$ cat src/rtl/skew_feeder.sv
`default_nettype none
// ============================================================================
// Module   : skew_feeder
// Purpose  : Operand feeder for a systolic array. Buffers one frame of
//            LANES*VECTOR words arriving serially in lane-major order, then
//            streams all lanes in parallel with a diagonal skew: lane i is
//            delayed by i cycles relative to lane 0.
// Ports    : clk          - clock, all state on rising edge
//            rst          - asynchronous active-low reset
//            load_valid   - load_data carries a word
//            load_ready   - feeder accepts a word this cycle (registered)
//            load_data    - frame word, WIDTH bits
//            start        - stream the buffered frame (honoured in FULL)
//            clear        - discard the buffered frame (honoured in FULL)
//            busy         - streaming in progress
//            done         - one-cycle pulse after the last streamed word
//            lane_out     - lane i at bits [(i+1)*WIDTH-1 : i*WIDTH]
//            lane_valid   - bit i qualifies lane i of lane_out
// Config   : SKEW_FEEDER_REPLAY_EN - when defined, the frame is retained after
//            streaming (DONE returns to FULL) so it can be re-streamed; a
//            clear is then needed before a new frame can be loaded.
// Revision : 1.0 - initial release
// ============================================================================
module skew_feeder #(
  parameter int WIDTH  = 16,
  parameter int LANES  = 4,
  parameter int VECTOR = 4
) (
  input  logic                     clk,
  input  logic                     rst,
  input  logic                     load_valid,
  output logic                     load_ready,
  input  logic [WIDTH-1:0]         load_data,
  input  logic                     start,
  input  logic                     clear,
  output logic                     busy,
  output logic                     done,
  output logic [LANES*WIDTH-1:0]   lane_out,
  output logic [LANES-1:0]         lane_valid
);

  localparam int DEPTH = LANES * VECTOR;
  localparam int AW    = (DEPTH > 1) ? $clog2(DEPTH) : 1;
  localparam int STEPS = VECTOR + LANES - 1;
  localparam int SW    = (STEPS > 1) ? $clog2(STEPS) : 1;

  localparam logic [AW-1:0] LAST_WORD = AW'(DEPTH - 1);
  localparam logic [SW-1:0] LAST_STEP = SW'(STEPS - 1);

  localparam logic [1:0] LOAD   = 2'd0;
  localparam logic [1:0] FULL   = 2'd1;
  localparam logic [1:0] STREAM = 2'd2;
  localparam logic [1:0] DONE   = 2'd3;

  logic [1:0]             state;
  logic [1:0]             state_next;
  logic [AW-1:0]          ldcnt;
  logic [SW-1:0]          scnt;
  logic [WIDTH-1:0]       mem [DEPTH];
  logic                   accept;

  logic                   load_ready_next;
  logic                   busy_next;
  logic                   done_next;
  logic [LANES*WIDTH-1:0] lane_out_next;
  logic [LANES-1:0]       lane_valid_next;

  // load_ready is low for the first cycle after reset even though the state
  // is already LOAD, so the handshake must use the registered ready.
  assign accept = load_valid && load_ready && (state == LOAD);

  // --------------------------------------------------------------------------
  // State register and counters
  // --------------------------------------------------------------------------
  always_ff @(posedge clk or negedge rst) begin
    if (!rst) begin
      state <= LOAD;
      ldcnt <= '0;
      scnt  <= '0;
    end else begin
      state <= state_next;
      if (accept) begin
        ldcnt <= (ldcnt == LAST_WORD) ? '0 : ldcnt + 1'b1;
      end
      // scnt sits at 0 outside STREAM so every stream begins at step 0
      if ((state == STREAM) && (scnt != LAST_STEP)) begin
        scnt <= scnt + 1'b1;
      end else begin
        scnt <= '0;
      end
    end
  end

  // Frame buffer: no reset, contents only change on an accepted load word
  always_ff @(posedge clk) begin
    if (accept) begin
      mem[ldcnt] <= load_data;
    end
  end

  // --------------------------------------------------------------------------
  // Next-state logic
  // --------------------------------------------------------------------------
  always_comb begin
    state_next = state;
    case (state)
      LOAD: begin
        if (accept && (ldcnt == LAST_WORD)) begin
          state_next = FULL;
        end
      end
      FULL: begin
        if (clear) begin
          state_next = LOAD;
        end else if (start) begin
          state_next = STREAM;
        end
      end
      STREAM: begin
        if (scnt == LAST_STEP) begin
          state_next = DONE;
        end
      end
      DONE: begin
`ifdef SKEW_FEEDER_REPLAY_EN
        state_next = FULL;
`else
        state_next = LOAD;
`endif
      end
      default: state_next = LOAD;
    endcase
  end

  // --------------------------------------------------------------------------
  // Output logic (next values of the registered outputs)
  // --------------------------------------------------------------------------
  always_comb begin
    load_ready_next = (state_next == LOAD);
    busy_next       = (state == STREAM);
    done_next       = (state == DONE);
  end

  // At stream step t, lane i shows element t-i. Its buffer address
  // i*VECTOR + (t-i) simplifies to i*(VECTOR-1) + t, which stays inside the
  // buffer for every t, so no range guard is needed on the read itself.
  for (genvar i = 0; i < LANES; i++) begin : g_lane
    int            diff;
    logic          hit;
    logic [AW-1:0] rd_addr;

    assign diff    = int'(scnt) - i;
    assign hit     = (state == STREAM) && (diff >= 0) && (diff < VECTOR);
    assign rd_addr = AW'(i * (VECTOR - 1)) + AW'(scnt);

    assign lane_valid_next[i]                 = hit;
    assign lane_out_next[i*WIDTH +: WIDTH]    = hit ? mem[rd_addr] : '0;
  end

  // --------------------------------------------------------------------------
  // Output registers
  // --------------------------------------------------------------------------
  always_ff @(posedge clk or negedge rst) begin
    if (!rst) begin
      load_ready <= 1'b0;
      busy       <= 1'b0;
      done       <= 1'b0;
      lane_out   <= '0;
      lane_valid <= '0;
    end else begin
      load_ready <= load_ready_next;
      busy       <= busy_next;
      done       <= done_next;
      lane_out   <= lane_out_next;
      lane_valid <= lane_valid_next;
    end
  end

endmodule
`default_nettype wire

$ cat config.mk
export PLATFORM = sky130hd
export DESIGN_NAME = skew_feeder
export DESIGN_NICKNAME = d
export VERILOG_FILES = /design/src/rtl/skew_feeder.sv
export SDC_FILE = /design/constraint.sdc
export NUM_CORES = 1
export LEC_CHECK = 0
export CAP_MARGIN = 40
export CORE_MARGIN = 4
export CORE_UTILIZATION = 60
export CTS_CLUSTER_SIZE = 12
export DETAILED_ROUTE_END_ITERATION = 12
export PLACE_DENSITY = 0.86
export SLEW_MARGIN = 10
export SYNTH_ARGS = -nofsm -noshare
export SYNTH_HDL_FRONTEND = slang
export SYNTH_SLANG_ARGS = --single-unit
$ cat constraint.sdc
create_clock -name clk -period 5.7 [get_ports clk]
set_input_delay 1.14 -clock clk [delete_from_list [all_inputs] [get_ports clk]]
set_output_delay 1.14 -clock clk [all_outputs]
set_load 0.05 [all_outputs]
# ---- Word-level counts from Yosys, hierarchy flattened
# Memory sizes are Yosys's and may differ from the RTL's.
# Cells that the tools add are included.
dict set report totals {
  ff_bits 80
  ramBits 256
  inputBits 21
  out_inout_bits 71
  memories 1
}
# name depth width rd rd_ports_with_merged_regs wr line
set mem_list {}
lappend mem_list {mem 16 16 4 0 1 59} ;# logic [WIDTH-1:0] mem [DEPTH];
dict set report classes {
  addsub 8
  order_cmp 8
  n_eq_ne 6
  n_mux 13
  n_reduce_logical 14
}
# op n
set op_table {}
lappend op_table {{two-way mux 16 bit} 4}
lappend op_table {{>= comparator 4 x 1 -> 1 bit (second input constant)} 3}
lappend op_table {{logical AND 1 bit} 12}
lappend op_table {{less-than comparator 4 bit (second input constant)} 3}
lappend op_table {{two-way mux 2 bit} 4}
lappend op_table {{one-hot mux 2 bit (4 select lines)} 1}
lappend op_table {{subtractor 3 x 2 -> 4 bit (second input constant)} 2}
lappend op_table {{adder 2 x 3 -> 4 bit (first input constant)} 1}
lappend op_table {{adder 3 x 3 -> 4 bit (first input constant)} 1}
lappend op_table {{adder 4 x 1 -> 4 bit (second input constant)} 1}
lappend op_table {{adder 4 x 3 -> 4 bit (first input constant)} 1}
lappend op_table {{== test 2 bit (second input constant)} 2}
lappend op_table {{== test 4 bit (second input constant)} 1}
lappend op_table {{logical NOT 2 bit} 2}
lappend op_table {{two-way mux 4 bit} 1}
lappend op_table {{subtractor 3 x 1 -> 4 bit (second input constant)} 1}
lappend op_table {{adder 3 x 1 -> 3 bit (second input constant)} 1}
lappend op_table {{== test 3 bit (second input constant)} 1}
lappend op_table {{>= comparator 3 x 1 -> 1 bit (second input constant)} 1}
lappend op_table {{less-than comparator 3 bit (second input constant)} 1}
lappend op_table {{two-way mux 3 bit} 1}
lappend op_table {{!= test 3 bit (second input constant)} 1}
lappend op_table {{== test 2 x 1 -> 1 bit (second input constant)} 1}
lappend op_table {{two-way mux 1 bit} 2}

# ---- Logic depth before layout (Yosys ltp)
dict set report logic_depth {
  depth_word 6
  mapped_depth 12
}

# ---- Worst setup path before layout
# OpenSTA, ideal clock, no wires.
dict set report synth_path {
  path_type {input -> register}
  start {in load_valid}
  end {mem mem[3][0] (enable)}
  setup_ns 0.409
  arrival_ns 2.789
  path_slack_ns 2.501
  stages 4
  path_buffers 1
  cell_sequence {nor4bb_1 buf_2 nand2_1 nor3_1}
}
dict set report synth_via {
  elab_chain_len 4
}
# element line
set synth_rtl {}
lappend synth_rtl {{from (decl)} 31} ;# input logic load_valid,
lappend synth_rtl {{logical AND 1 bit (2 in a row)} 70} ;# assign accept = load_valid && load_ready && (state == LOAD);
lappend synth_rtl {{two-way mux 1 bit} 96} ;# if (accept) begin
lappend synth_rtl {{two-way mux 1 bit (not written as such)} 97} ;# mem[ldcnt] <= load_data;
lappend synth_rtl {{to (decl)} 59}
# No other way between the ends.

# ---- Worst setup path after layout
dict set report layout_path {
  start {reg scnt[0]}
  end {reg lane_out[59]}
}
dict set report layout_via {
  elab_chain_len 5
  word_cells_on_any_way 8
}
# element line
set layout_rtl {}
lappend layout_rtl {{from (decl)} 58} ;# logic [SW-1:0] scnt;
lappend layout_rtl {{from (signal assigned)} 87} ;# scnt <= scnt + 1'b1;
lappend layout_rtl {{parallel branches: the longest is 4 deep, another holds memory (16 x 16 bit)} -}
lappend layout_rtl {{two-way mux 16 bit *} 157} ;# assign lane_out_next[i*WIDTH +: WIDTH] = hit ? mem[rd_addr] : '0;
lappend layout_rtl {{net lane_out_next[59]} 65} ;# logic [LANES*WIDTH-1:0] lane_out_next;
lappend layout_rtl {{to (signal assigned)} 174} ;# lane_out <= lane_out_next;
lappend layout_rtl {{to (decl)} 38} ;# output logic [LANES*WIDTH-1:0] lane_out,
# Mark *: on every way through the listed nets, which the timed path passes.
# A chain may end at the register's enable or synchronous reset.

==> key figures <==
Status
  – Status: completed

Route
  – Vias: 7531
  – Routed WL: 31.22 mm
  – DRC marker count from the first detailed-route iteration: 732
  – DR WL/cell: 26.62 microns
  – Post-route DRC violation count: 0
  – Antenna Nets Post-Route: 0
  – Drt via density: 6.420
  – DRT Pass-1 Iters: 5

CTS
  – Cts bufs inserted: 35
  – Post-CTS resize count: 0
  – Clock transition at the registers of the reported paths: 60 ps
  – Post CTS Setup Buffer Count: 0
  – Hold Buf Count CTS: 0
  – H-tree levels: 2
  – Root Driver: clkbuf_16
  – Num Clock Sinks: 336
  – Clk_lat worst skew: 520 ps
  – CTS tree: done
  – Max Root-Sink Buffers: 3

Die
  – Die Wd: 159.8 microns
  – Core Box Area: 22640 sq um
  – Initial Util: 61.06%
  – Row count: 55
  – Die height: 159.8 microns
  – I/O pin cnt: 92
  – Die area: 25530 sq um

STA
  – Setup TNS Final: 0 ps
  – Worst-case headroom to the max-slew limit: 35.41%
  – Final period util: 52.63%
  – Endpoints failing setup: 0
  – Worst Tran Pin Value: 968.7 ps
  – Max-slew violation count: 0
  – Final Skew: 21.14 ps
  – Final Hold Fails: 0
  – Minimum clock period: 3000 ps
  – Unrepaired setup endpoints after global routing: no
  – Max Freq: 333.4 MHz

Global route
  – GR Util All Layers: 24.96%
  – First-pass GRT wire length: 48.20 mm
  – Vias in the first global route: 7873
  – Total gr overflow: 0
  – Initial antenna violation count: 0
  – Largest net degree at the start of global routing: 54

Finish
  – Share of cells above drive strength 1: 20.05%
  – Nets@finish: 897
  – Area growth syn-to-layout: 16.80%
  – # fillers: 1283
  – Non-filler cells, final: 1173
  – Antenna cells: 0
  – Area of the multi-input gates: 3832 sq um
  – FF/Latch Area: 9694 sq um

Synthesis
  – Post-synth EDFFs: 256
  – Synth Register Bits: 336
  – Area contributors post-synth: edfxtp_1 (56%), mux4_2 (15%), dfrtp_1 (14%), mux2i_1 (3.1%), ha_1 (1.2%)
  – Top_reg_cell synth: edfxtp_1
  – Syn_nets: 789
  – Avg Cell Area, Syn: 18.31 sq um
  – Ys async rst share: 23.81%
  – Ys Warns: 0
  – Cell taking the most area after synthesis: edfxtp_1
  – Share of the synthesized area in the top cell type: 55.61%
  – Post-synth cell types: 40
  – Cells after Synth: 755
  – Synthesized cell area: 13820 sq um
  – Seq/Total Area, Yosys: 70.09%

Setup path
  – Slowest cell on the critical path: buf_4
  – Crit-path cells: buf_4, ha_1, xor2_1, buf_4, a21oi_1
  – Reg2reg path depth: 5
  – Flop-to-flop setup slack: 2700 ps
  – CP Capture Type: register
  – Largest fanout on the critical path: 39
  – CP required: 6030 ps
  – WP data arrival: 3330 ps
  – Worst setup endpoint: lane_out[59]
  – Crit-path max cell delay: 690 ps
  – Reg2reg start: scnt[0]
  – Crit Path Class: reg -> reg
  – R2r endpoint: lane_out[59]
  – Critical path launch point: scnt[0]
  – CP most frequent cell: buf_4
  – CP Launch Type: register

Power
  – Leak: 5.613 nW
  – Max VDD drop: 0.0003182 V
  – Pwr dens: 372.9 nW/um^2

Hold path
  – Hold Crit Class: reg -> reg

Flow run
  – Max_cap viols: 0

Placement
  – Dpl hpwl: 18.36 mm
  – Placed Cells: 1111
  – GP Congestion: 0.7932
  – Port bufs: 91
-- layout by cell type (no fill, tap or decap), drive strengths merged, types with 4 or more instances in the layout --
master,netlist,final
ha,13,13
nand2b,4,4
clkbuf,15,55
mux2i,43,43
nor3b,12,12
a22oi,8,8
nor3,15,15
a21oi,23,23
nor2,40,40
nand3,6,6
clkdlybuf4s50,0,90
nand3b,6,6
edfxtp,256,256
o21ai,23,23
buf,33,29
mux4,92,92
clkinv,0,5
and3,19,19
inv,10,10
nand2,39,39
dfrtp,80,80
-- cells by family after synthesis --
kind of cell             share of synthesized area, %
AO/OA/AOI/OAI                                   2.326
AND/OR/NAND/NOR                                 5.331
buffers and inverters                           2.425
XOR/XNOR                                       0.3078
adder cells (fa/ha/maj)                         1.177
flip-flops                                      70.09
multiplexers                                    18.35
-- worst min-delay path by stage --
stage / cells after the start / start / to
finish: 1 / state[0] / done
global route: 1 / state[0] / done
CTS: 1 / state[0] / done
detailed placement: 1 / state[0] / done
global placement: 1 / state[0] / done
floorplan: 1 / state[0] / done
-- worst max-delay path, delay by kind of cell (launching register included) --
family / cells / cell delay (ps)
buffers and inverters: 2 / 1020
flip-flops: 1 / 670
AO/OA/AOI/OAI: 1 / 110
adder cells (fa/ha/maj): 1 / 350
XOR/XNOR: 1 / 620
-- report_power, final --
part	internal (mW)	total [mW]	switching, mW
sequential	2.84	2.94	0.101
clock	1.25	2.14	0.885
combinational	0.398	0.937	0.539
total	4.50	6.02	1.53
-- cell usage after synthesis, types with 3 or more instances --
library cell	count
and3_1	19
mux2_2	3
mux2i_1	43
a21oi_1	22
buf_6	3
nor3b_1	12
nor3_1	15
nor2_1	39
edfxtp_1	256
nand2b_1	4
mux4_2	92
nand3_1	6
nand2_1	39
nand3b_1	6
o21ai_0	20
inv_1	9
nand4_1	3
buf_4	10
clkbuf_1	15
dfrtp_1	80
ha_1	13
buf_2	15
a22oi_1	8
-- layout make-up --
type / count / area share [%]
Sequential cell: 336 / 60.04
Multi-Input combinational cell: 361 / 23.74
Timing Repair Buffer: 119 / 7.176
Clock buffer: 55 / 5.951
Tap cell: 285 / 2.208
Clock inverter: 7 / 0.6587
Inverter: 10 / 0.2325
-- per-layer routing --
| layer | part of all wire, % | vias up | track usage (%) |
|---|---|---|---|
| met5 | 0 | - | 0 |
| met4 | 2.0 | 0 | 6.648 |
| met3 | 9.4 | 45 | 5.316 |
| met2 | 51 | 395 | 41.43 |
| met1 | 38 | 3897 | 34.49 |
| li1 | - | 3194 | - |
-- sequential cells by signal, indices dropped and copies added (netlist names) --
| name | count |
|---|---|
| load_ready | 1 |
| done | 1 |
| mem | 256 |
| ldcnt | 4 |
| lane_valid | 4 |
| scnt | 3 |
| lane_out | 64 |
| state | 2 |
| busy | 1 |
-- through the flow --
| step | cell area, sq um | power [mW] | util, % | setup slack (ps) | hold WS, ps |
|---|---|---|---|---|---|
| 2_1_floorplan | 13820 | 3.634 | - | 2501 | 495.0 |
| 3_3_place_gp | 15020 | 3.870 | 66.36 | 2706 | 530.6 |
| 3_5_place_dp | 15080 | 3.914 | 66.60 | 2657 | 544.3 |
| 4_1_cts | 16150 | 6.047 | 71.32 | 2710 | 545.1 |
| 5_1_grt | 16150 | 6.249 | 71.32 | 2551 | 572.2 |
| 6_report | 16150 | 6.021 | 71.32 | 2700 | 540.4 |
Note: power is estimated with default switching activity, not from simulation.
